[src/rtl/bf_uart.sv]
// bf_uart: 8N1 UART transceiver (LSB first, idle-high) with a fractional 16x baud generator.
// Define UART_BAUD_CLK_EN to expose the internal 16x tick on o_baud_clk; otherwise it reads 0.

module bf_uart (
  input  logic        i_clk,
  input  logic        i_rst_n,
  input  logic        i_ser_in,
  output logic        o_ser_out,
  output logic [7:0]  o_rx_data,
  output logic        o_new_rx_data,
  input  logic [7:0]  i_tx_data,
  input  logic        i_new_tx_data,
  output logic        o_tx_busy,
  input  logic [11:0] i_baud_freq,
  input  logic [15:0] i_baud_limit,
  output logic        o_baud_clk
);

  localparam int unsigned DATA_W = 8;
  localparam int unsigned ACC_W  = 16;
  localparam int unsigned CNT_W  = 4;
  localparam int unsigned BIT_W  = 3;

  localparam logic [CNT_W-1:0] CNT_LAST = CNT_W'(15);
  localparam logic [CNT_W-1:0] CNT_HALF = CNT_W'(7);
  localparam logic [BIT_W-1:0] BIT_LAST = BIT_W'(7);

  typedef enum logic [1:0] {RX_IDLE, RX_START, RX_DATA, RX_STOP} rx_state_t;
  typedef enum logic [1:0] {TX_IDLE, TX_START, TX_DATA, TX_STOP} tx_state_t;

  // Fractional baud accumulator producing a one-cycle 16x tick
  logic [ACC_W-1:0] r_acc;
  logic             r_tick;

  always_ff @(posedge i_clk) begin
    if (!i_rst_n) begin
      r_acc  <= '0;
      r_tick <= 1'b0;
    end else if (r_acc >= i_baud_limit) begin
      r_acc  <= r_acc - i_baud_limit;
      r_tick <= 1'b1;
    end else begin
      r_acc  <= r_acc + ACC_W'(i_baud_freq);
      r_tick <= 1'b0;
    end
  end

`ifdef UART_BAUD_CLK_EN
  assign o_baud_clk = r_tick;
`else
  assign o_baud_clk = 1'b0;
`endif

  // Two-flop synchronizer on the asynchronous serial input
  logic r_rx_sync1;
  logic r_rx_sync2;

  always_ff @(posedge i_clk) begin
    if (!i_rst_n) begin
      r_rx_sync1 <= 1'b1;
      r_rx_sync2 <= 1'b1;
    end else begin
      r_rx_sync1 <= i_ser_in;
      r_rx_sync2 <= r_rx_sync1;
    end
  end

  // Receiver
  rx_state_t         r_rx_state, w_rx_state_nxt;
  logic [CNT_W-1:0]  r_rx_cnt, w_rx_cnt_nxt;
  logic [BIT_W-1:0]  r_rx_bit, w_rx_bit_nxt;
  logic [DATA_W-1:0] r_rx_shift, w_rx_shift_nxt;
  logic [DATA_W-1:0] r_rx_data, w_rx_data_nxt;
  logic              r_new_rx_data, w_new_rx_data_nxt;

  always_ff @(posedge i_clk) begin
    if (!i_rst_n) begin
      r_rx_state    <= RX_IDLE;
      r_rx_cnt      <= '0;
      r_rx_bit      <= '0;
      r_rx_shift    <= '0;
      r_rx_data     <= '0;
      r_new_rx_data <= 1'b0;
    end else begin
      r_rx_state    <= w_rx_state_nxt;
      r_rx_cnt      <= w_rx_cnt_nxt;
      r_rx_bit      <= w_rx_bit_nxt;
      r_rx_shift    <= w_rx_shift_nxt;
      r_rx_data     <= w_rx_data_nxt;
      r_new_rx_data <= w_new_rx_data_nxt;
    end
  end

  always_comb begin
    w_rx_state_nxt    = r_rx_state;
    w_rx_cnt_nxt      = r_rx_cnt;
    w_rx_bit_nxt      = r_rx_bit;
    w_rx_shift_nxt    = r_rx_shift;
    w_rx_data_nxt     = r_rx_data;
    w_new_rx_data_nxt = 1'b0;
    case (r_rx_state)
      RX_IDLE: begin
        w_rx_cnt_nxt = '0;
        if (!r_rx_sync2) w_rx_state_nxt = RX_START;
      end
      RX_START: begin
        if (r_tick) begin
          if (r_rx_cnt == CNT_HALF) begin
            // Line back high at mid start bit: treat as a glitch
            w_rx_cnt_nxt   = '0;
            w_rx_bit_nxt   = '0;
            w_rx_state_nxt = r_rx_sync2 ? RX_IDLE : RX_DATA;
          end else begin
            w_rx_cnt_nxt = r_rx_cnt + CNT_W'(1);
          end
        end
      end
      RX_DATA: begin
        if (r_tick) begin
          if (r_rx_cnt == CNT_LAST) begin
            w_rx_cnt_nxt   = '0;
            w_rx_shift_nxt = {r_rx_sync2, r_rx_shift[DATA_W-1:1]};
            if (r_rx_bit == BIT_LAST) w_rx_state_nxt = RX_STOP;
            else                      w_rx_bit_nxt   = r_rx_bit + BIT_W'(1);
          end else begin
            w_rx_cnt_nxt = r_rx_cnt + CNT_W'(1);
          end
        end
      end
      RX_STOP: begin
        if (r_tick) begin
          if (r_rx_cnt == CNT_LAST) begin
            // Stop bit low is a framing error: drop the byte silently
            w_rx_cnt_nxt   = '0;
            w_rx_state_nxt = RX_IDLE;
            if (r_rx_sync2) begin
              w_rx_data_nxt     = r_rx_shift;
              w_new_rx_data_nxt = 1'b1;
            end
          end else begin
            w_rx_cnt_nxt = r_rx_cnt + CNT_W'(1);
          end
        end
      end
      default: w_rx_state_nxt = RX_IDLE;
    endcase
  end

  assign o_rx_data     = r_rx_data;
  assign o_new_rx_data = r_new_rx_data;

  // Transmitter
  tx_state_t         r_tx_state, w_tx_state_nxt;
  logic [CNT_W-1:0]  r_tx_cnt, w_tx_cnt_nxt;
  logic [BIT_W-1:0]  r_tx_bit, w_tx_bit_nxt;
  logic [DATA_W-1:0] r_tx_shift, w_tx_shift_nxt;
  logic              r_tx_wait, w_tx_wait_nxt;
  logic              r_ser_out, w_ser_out_nxt;
  logic              r_tx_busy, w_tx_busy_nxt;

  always_ff @(posedge i_clk) begin
    if (!i_rst_n) begin
      r_tx_state <= TX_IDLE;
      r_tx_cnt   <= '0;
      r_tx_bit   <= '0;
      r_tx_shift <= '0;
      r_tx_wait  <= 1'b0;
      r_ser_out  <= 1'b1;
      r_tx_busy  <= 1'b0;
    end else begin
      r_tx_state <= w_tx_state_nxt;
      r_tx_cnt   <= w_tx_cnt_nxt;
      r_tx_bit   <= w_tx_bit_nxt;
      r_tx_shift <= w_tx_shift_nxt;
      r_tx_wait  <= w_tx_wait_nxt;
      r_ser_out  <= w_ser_out_nxt;
      r_tx_busy  <= w_tx_busy_nxt;
    end
  end

  always_comb begin
    w_tx_state_nxt = r_tx_state;
    w_tx_cnt_nxt   = r_tx_cnt;
    w_tx_bit_nxt   = r_tx_bit;
    w_tx_shift_nxt = r_tx_shift;
    w_tx_wait_nxt  = r_tx_wait;
    w_ser_out_nxt  = r_ser_out;
    w_tx_busy_nxt  = r_tx_busy;
    case (r_tx_state)
      TX_IDLE: begin
        if (i_new_tx_data) begin
          w_tx_shift_nxt = i_tx_data;
          w_tx_busy_nxt  = 1'b1;
          w_tx_wait_nxt  = 1'b1;
          w_tx_cnt_nxt   = '0;
          w_tx_bit_nxt   = '0;
          w_tx_state_nxt = TX_START;
        end
      end
      TX_START: begin
        // First tick after acceptance opens the start bit on the tick grid
        if (r_tick) begin
          if (r_tx_wait) begin
            w_tx_wait_nxt = 1'b0;
            w_ser_out_nxt = 1'b0;
          end else if (r_tx_cnt == CNT_LAST) begin
            w_tx_cnt_nxt   = '0;
            w_ser_out_nxt  = r_tx_shift[0];
            w_tx_state_nxt = TX_DATA;
          end else begin
            w_tx_cnt_nxt = r_tx_cnt + CNT_W'(1);
          end
        end
      end
      TX_DATA: begin
        if (r_tick) begin
          if (r_tx_cnt == CNT_LAST) begin
            w_tx_cnt_nxt = '0;
            if (r_tx_bit == BIT_LAST) begin
              w_ser_out_nxt  = 1'b1;
              w_tx_state_nxt = TX_STOP;
            end else begin
              w_tx_bit_nxt   = r_tx_bit + BIT_W'(1);
              w_tx_shift_nxt = {1'b0, r_tx_shift[DATA_W-1:1]};
              w_ser_out_nxt  = r_tx_shift[1];
            end
          end else begin
            w_tx_cnt_nxt = r_tx_cnt + CNT_W'(1);
          end
        end
      end
      TX_STOP: begin
        if (r_tick) begin
          if (r_tx_cnt == CNT_LAST) begin
            w_tx_cnt_nxt   = '0;
            w_tx_busy_nxt  = 1'b0;
            w_tx_state_nxt = TX_IDLE;
          end else begin
            w_tx_cnt_nxt = r_tx_cnt + CNT_W'(1);
          end
        end
      end
      default: w_tx_state_nxt = TX_IDLE;
    endcase
  end

  assign o_ser_out = r_ser_out;
  assign o_tx_busy = r_tx_busy;

endmodule

[config.mk]
export PLATFORM = sky130hd
export DESIGN_NAME = bf_uart
export DESIGN_NICKNAME = d
export VERILOG_FILES = /design/src/rtl/bf_uart.sv
export SDC_FILE = /design/constraint.sdc
export NUM_CORES = 1
export LEC_CHECK = 0
export ABC_AREA = 1
export CORE_UTILIZATION = 45
export CTS_BUF_LIST = sky130_fd_sc_hd__clkbuf_8
export DETAILED_ROUTE_END_ITERATION = 10
export PLACE_DENSITY = 0.69
export SYNTH_ARGS = -nofsm -noshare
export SYNTH_HDL_FRONTEND = slang
export SYNTH_SLANG_ARGS = --single-unit
export TNS_END_PERCENT = 10
[constraint.sdc]
create_clock -name i_clk -period 1.7 [get_ports i_clk]
set_input_delay 0.34 -clock i_clk [delete_from_list [all_inputs] [get_ports i_clk]]
set_output_delay 0.34 -clock i_clk [all_outputs]
set_load 0.01 [all_outputs]
==> flow_summary_export.csv, run 1 <==
group,metric,value,unit
power,switching_share,0.448,
grt,globalRouteTotalUtil,0.228,
synthesis,yosys.area.top_type,"dfxtp_1",
route,drt_iter0_markers,241,
grt,antenna_found_initial,0,
power,combPwrFrac,0.637,
power,peakVddDrop,0.000685,V
timing,setup_tns,-1.19,ns
timing,setup_ws,-0.106,ns
setup_path,crit_family,"simple AND/OR/NAND/NOR gates",
floorplanning,die_width,104,µm
timing,min_period,1.81,ns
route,num_vias,4886,
floorplanning,core_region_area,9950,µm²
setup_path,crit_required,1.95,ns
floorplanning,die_area,10800,µm²
setup_path,critPathMaxFanout,6,
placement,post_dp_cell_area,5770,µm²
clock_tree,cts.sinks,65,
power,leakagePower,0.00323,µW
layout,synthToLayoutAreaGrowth,38.2,%
clock_tree,path_clk_slew,0.07,ns
layout,final_nets,934,
synthesis,synthTopCellsByArea,"dfxtp_1 (28%), nand2_1 (16%), ha_1 (10%)",
timing,slew_viol_final,0,
clock_tree,cts_tree,"yes",
clock_tree,numCtsBuffers,9,
timing,hold_slack,0.432,ns
floorplanning,start_util,0.471,
route,postRouteAntennaNets,0,
route,drt-total-wl,12200,µm
setup_path,worstSetupPathType,"in2reg",
synthesis,yosysWarnings,0,
clock_tree,cts-root-buf,"clkbuf_8",
grt,grt_max_degree,28,
route,avgRoutedWirePerCell,12.3,µm
layout,drive_gt1_frac,0.246,
route,post-route-drc-count,0,
min_path,hp-class,"reg2reg",
synthesis,synth_nets,807,
power,p_per_area,1450,nW/µm²
synthesis,synth-seq-cells,65,
grt,overflow,0,
layout,final_cell_area,6490,µm²
layout,fill_cells,911,
synthesis,yosys_most_used_dff,"dfxtp_1",
floorplanning,io_pins,52,
synthesis,yosysSeqAreaShare,0.277,
floorplanning,die_y,104,µm
synthesis,avgSynthCellArea,6.45,µm²
power,power.switching,4210,µW
synthesis,synth_cell_types,44,
setup_path,crit_path_start_kind,"primary input",
power,p_clk_frac,0.131,
clock_tree,worstSkewPairLatency,0.36,ns
synthesis,yosysMostFrequentCell,"nand2_1",
timing,finalHoldViolations,0,
setup_path,cp-end-kind,"flop",
setup_path,path_cells,"clkdlybuf4s50_1 -> inv_1 -> ha_1 -> nand2_2 -> nor3_4 -> buf_12 -> nand2_8 -> nand2_8 -> nand2_1 -> nor2_1 -> nor2_1",
timing,clock_skew,0.0161,ns
clock_tree,cts.htree.levels,3,
power,total_power,9400,µW
outcome,violations,"negative setup slack",
power,intPower,5190,µW
synthesis,synth_edf_count,0,
synthesis,synth-async-reset-ratio,0,
grt,grt_pass1_vias,4748,
layout,antennaDiodeCount,0,
setup_path,cp.arrival,2.06,ns
route,drt-pass1-iter-count,4,
timing,grt_setup_unrepaired,"yes",
clock_tree,ctsHoldBuffers,0,
setup_path,worst_path_largest_cell_delay,0.46,ns
synthesis,syn-cell-area,4690,µm²
floorplanning,num_rows,36,
placement,port_buffers,50,
layout,utilization,0.652,
run,drv_cap,0,
power,p_seq_frac,0.232,
grt,grt_pass1_wl,20300,µm
timing,setup-violations-final,17,
setup_path,crit_buf_inv,3,
clock_tree,max-clock-path-buffers,2,
placement,dp_hpwl,9020,µm
outcome,status,"complete, but fails checks",
synthesis,synth_common_cells,"nand2_1 (194), nor2_1 (99), inv_1 (96), dfxtp_1 (65), nand3_1 (53)",
timing,finalCritPeriodShare,1.06,
timing,max_freq,0.554,GHz
setup_path,cpMaxStageDelayCell,"clkdlybuf4s50_1",
synthesis,synth_top_cell_area_share,0.277,
route,via_per_inst,4.93,
placement,routabilityCongestion,0.920,
synthesis,synth_cells,727,
[power by group through the flow]
| stage | registers [µW] | clock network (µW) | logic (µW) |
|---|---|---|---|
| 6_report | 2180 | 1230 | 5990 |
| 5_1_grt | 2220 | 1330 | 6660 |
| 4_1_cts | 2170 | 1270 | 5660 |
| 3_5_place_dp | 2160 | 0 | 5130 |
| 3_3_place_gp | 2150 | 0 | 5030 |
| 2_1_floorplan | 2080 | 0 | 3550 |
[cells by family (layout without fill, tap and decap cells)]
family,count (synthesis),after routing,share of synthesized area
and+or+nand+nor,383,385,0.355
buffers and inverters,120,249,0.105
AOI/OAI and AO/OA,103,103,0.123
DFF,65,65,0.277
adders and majority gates,40,40,0.110
xor gates and xnor gates,15,15,0.0280
other,1,1,0.000799
[path summary, 6_finish.rpt]
| path | from | slack (ns) | endpoint | cells past startpoint |
|---|---|---|---|---|
| min | r_rx_sync1 | 0.43 | r_rx_sync2 | 1 |
| max | i_baud_limit[12] | -0.11 | r_acc[13] | 11 |
| max reg2reg | r_acc[0] | -0.10 | r_acc[13] | 13 |
| min reg2reg | r_rx_sync1 | 0.43 | r_rx_sync2 | 1 |
[area by class of cell]
class                   count  area, µm²  share of cell area
multi-input cells         544       3320               0.512
flip-flops and latches     65       1310               0.201
repair buffers            128       1110               0.171
inverters                 106        405              0.0625
well taps                 133        166              0.0257
clock buffers              12        165              0.0255
clock inverters             3       16.3             0.00251
[layout by cell type, fill, tap and decap left out, drive strengths merged, types with 3 or more instances in the layout]
master / count
ha: 38
clkbuf: 12
nand3: 58
a21oi: 46
nand2: 204
dfxtp: 65
inv: 104
nor3: 7
buf: 78
a31oi: 7
o21ai: 40
clkdlybuf4s50: 45
clkinv: 4
dlymetal6s2s: 3
nor2: 106
or2: 4
xor2: 13
[worst reg2reg max path, cell delays in order (launching register included)]
cell	delay [ns]
dfxtp_2	0.34
inv_2	0.04
ha_4	0.15
fa_2	0.33
inv_2	0.08
nand2_4	0.05
nand2_4	0.08
nand3_4	0.09
nand3_4	0.13
nand2_8	0.10
nand2_8	0.10
nand2_1	0.05
nor2_1	0.08
nor2_1	0.05
[through the flow]
step	cells	setup WS, ns
4_1_cts	988	-0.0997
3_5_place_dp	963	-0.598
5_1_grt	991	-0.212
6_report	991	-0.106
3_3_place_gp	963	-0.561
2_1_floorplan	727	-0.0361
[layer usage]
metal,wire length [µm],up-vias,GRT usage
li1,-,2567,-
met1,5790,2202,0.280
met2,5750,92,0.395
met3,402,25,0.0508
met4,261,0,0.0735
met5,0,-,0
[sequential cells by signal (all words and copies together) (netlist names), 2 cells and up, named ones only]
| signal | flops |
|---|---|
| r_acc | 16 |
| o_rx_data | 8 |
| r_rx_shift | 8 |
| r_tx_shift | 8 |
| r_rx_cnt | 4 |
| r_tx_cnt | 4 |
| r_rx_bit | 3 |
| r_tx_bit | 3 |
| r_tx_state | 2 |
[what timing repair did]
item	4_1_cts	5_1_grt
buffers inserted	8	3
setup endpoints to repair	20	50
pin swaps	17	24
resized for setup	48	50
cloned	2	0
No activity file was read; power rests on OpenSTA's default activity.
==> run 2: changes to the inputs <==
--- a/config.mk
+++ b/config.mk
@@ -9,7 +9,8 @@
 export CORE_UTILIZATION = 45
 export CTS_BUF_LIST = sky130_fd_sc_hd__clkbuf_8
 export DETAILED_ROUTE_END_ITERATION = 10
-export PLACE_DENSITY = 0.69
+export PLACE_DENSITY_LB_ADDON = 0.25
+export SLEW_MARGIN = 40
 export SYNTH_ARGS = -nofsm -noshare
 export SYNTH_HDL_FRONTEND = slang
 export SYNTH_SLANG_ARGS = --single-unit
==> flow_summary_export.csv, run 2 (synthesized netlist as in run 1, its figures left out) <==
group,metric,value,unit
outcome,status,"complete, but fails checks",
outcome,violations,"negative setup slack",
route,num_vias,5051,
setup_path,crit_family,"simple AND/OR/NAND/NOR gates",
setup_path,crit_path_start_kind,"primary input",
floorplanning,die_area,10800,µm²
setup_path,path_cells,"clkdlybuf4s50_1 -> ha_1 -> nand2_1 -> inv_1 -> a21oi_1 -> nand2_2 -> nand2_1 -> nand2_1 -> nand2_1 -> nand3_2 -> nand2_2 -> nor2_1",
layout,utilization,0.660,
run,drv_cap,0,
timing,finalCritPeriodShare,1.08,
timing,setup-violations-final,17,
min_path,min_path_cells,1,
clock_tree,cts.sinks,65,
clock_tree,cts_tree,"yes",
grt,grt_max_degree,26,
setup_path,cpMaxStageDelayCell,"clkdlybuf4s50_1",
setup_path,worstRegToRegCells,13,
layout,multi_input_area,3370,µm²
route,drt-pass1-iter-count,5,
placement,routabilityCongestion,0.946,
setup_path,worst_path_largest_cell_delay,0.45,ns
setup_path,crit_required,1.95,ns
timing,setup_ws,-0.142,ns
setup_path,cp.arrival,2.09,ns
layout,final_cell_mix,"nand2_1 (172), inv_1 (88), nor2_1 (88), buf_4 (79), dfxtp_1 (61)",
min_path,hp-start,"r_rx_sync1",
setup_path,reg2reg_from,"r_acc[0]",
setup_path,cpMostUsedCell,"nand2_1",
layout,top_register,"r_acc",
layout,antennaDiodeCount,0,
setup_path,crit_buf_inv,2,
grt,grt_pass1_wl,20400,µm
min_path,hp-class,"reg2reg",
placement,port_buffers,50,
grt,globalRouteTotalUtil,0.227,
layout,synthToLayoutAreaGrowth,40.0,%
timing,clock_skew,0.00963,ns
setup_path,r2r_slack,-0.12,ns
clock_tree,cts.htree.levels,3,
min_path,whs_endpoint,"r_rx_sync2",
route,postRouteAntennaNets,0,
timing,grt_setup_unrepaired,"yes",
power,leakagePower,0.00324,µW
setup_path,reg2reg_to,"r_acc[13]",
route,avgRoutedWirePerCell,12.6,µm
grt,antenna_found_initial,0,
clock_tree,path_clk_slew,0.08,ns
grt,grt_pass1_vias,4694,
grt,overflow,0,
clock_tree,numCtsBuffers,9,
floorplanning,num_rows,36,
power,peakVddDrop,0.000766,V
layout,fill_cells,859,
clock_tree,worstSkewPairLatency,0.35,ns
layout,final_nets,938,
layout,final_common_cell,"nand2_1",
timing,slew_viol_final,0,
setup_path,cp-end-kind,"flop",
floorplanning,die_y,104,µm
timing,min_period,1.84,ns
route,via_per_inst,5.07,
timing,setup_tns,-1.48,ns
route,drt-total-wl,12600,µm
route,post-route-drc-count,0,
floorplanning,start_util,0.471,
layout,largest_reg_flops,16,
power,p_per_area,1470,nW/µm²
timing,finalHoldViolations,0,
layout,drive_gt1_frac,0.263,
floorplanning,die_width,104,µm
placement,dp_hpwl,8860,µm
setup_path,critPathMaxFanout,4,
layout,regArea,1310,µm²
route,drt_iter0_markers,236,
floorplanning,io_pins,52,
timing,max_freq,0.543,GHz
clock_tree,max-clock-path-buffers,2,
setup_path,worstSetupPathType,"in2reg",
floorplanning,core_region_area,9950,µm²
clock_tree,cts-root-buf,"clkbuf_8",
## run 2: changes by cell type in the layout (fill, tap and decap cells not counted), sizes merged
cell,change
buf,+4
clkinv,+2
clkinvlp,+1
clkbuf,-2
## run 2: per-layer routing
metal / track usage / up-vias / part of all wire
met5: 0 / - / 0
met4: 0.0571 / 0 / 0.017
met3: 0.0489 / 29 / 0.046
met2: 0.395 / 132 / 0.49
met1: 0.284 / 2318 / 0.45
li1: - / 2572 / -
## run 2: through the flow
stage	cell area, µm²	worst slack (ns)	hold slack, ns	instances	power [µW]
6_report	6570	-0.142	0.420	996	9680
5_1_grt	6570	-0.275	0.450	996	10400
4_1_cts	6250	-0.126	0.423	988	9020
3_5_place_dp	5790	-0.609	0.403	965	7340
3_3_place_gp	5790	-0.559	0.396	965	7190
2_1_floorplan	4700	-0.0361	0.393	727	5620
## run 2: report_power, final
part | total, µW | leakage, µW | internal [µW] | switching [µW]
Clock | 1230 | 0.0000887 | 570 | 655
Combinational | 6260 | 0.00262 | 2810 | 3460
Sequential | 2190 | 0.000533 | 1870 | 315
Total | 9680 | 0.00324 | 5250 | 4430
## run 2: how the worst max path moves through the flow
stage | startpoint | end | slack, ns | cells past startpoint
final | i_baud_freq[6] | r_acc[15] | -0.14 | 12
after global routing | i_baud_freq[6] | r_acc[15] | -0.27 | 12
after CTS | r_acc[0] | r_acc[13] | -0.13 | 13
after detailed placement | i_baud_limit[0] | r_acc[14] | -0.61 | 13
after global placement | i_baud_limit[0] | r_acc[14] | -0.56 | 13
after floorplan | r_acc[0] | r_acc[14] | -0.04 | 14
## run 2: layout make-up
cell class	count	area share
Inverter	106	0.0617
Tap cell	133	0.0253
Clock buffer	10	0.0210
Multi-Input combinational cell	544	0.513
Timing Repair Buffer	132	0.174
Clock inverter	6	0.00648
Sequential cell	65	0.199
## run 2: worst register-to-register path: stages, from the launching register on
cell and delay [ns]:
dfxtp_2 0.35, inv_2 0.05, ha_4 0.15, fa_2 0.34, inv_2 0.09, nand2_4 0.06
nand2_4 0.09, nand3_4 0.09, nand3_4 0.12, a21oi_4 0.07, buf_6 0.14, nand3_2 0.05
nand2_1 0.04, nor2_1 0.12
## run 2: what timing repair did
item | CTS | global route
pin swaps | 14 | 26
cloned | 2 | 0
buffers inserted | 5 | 8
setup endpoints to repair | 18 | 49
resized for setup | 37 | 75
hold buffers | 0 | 0
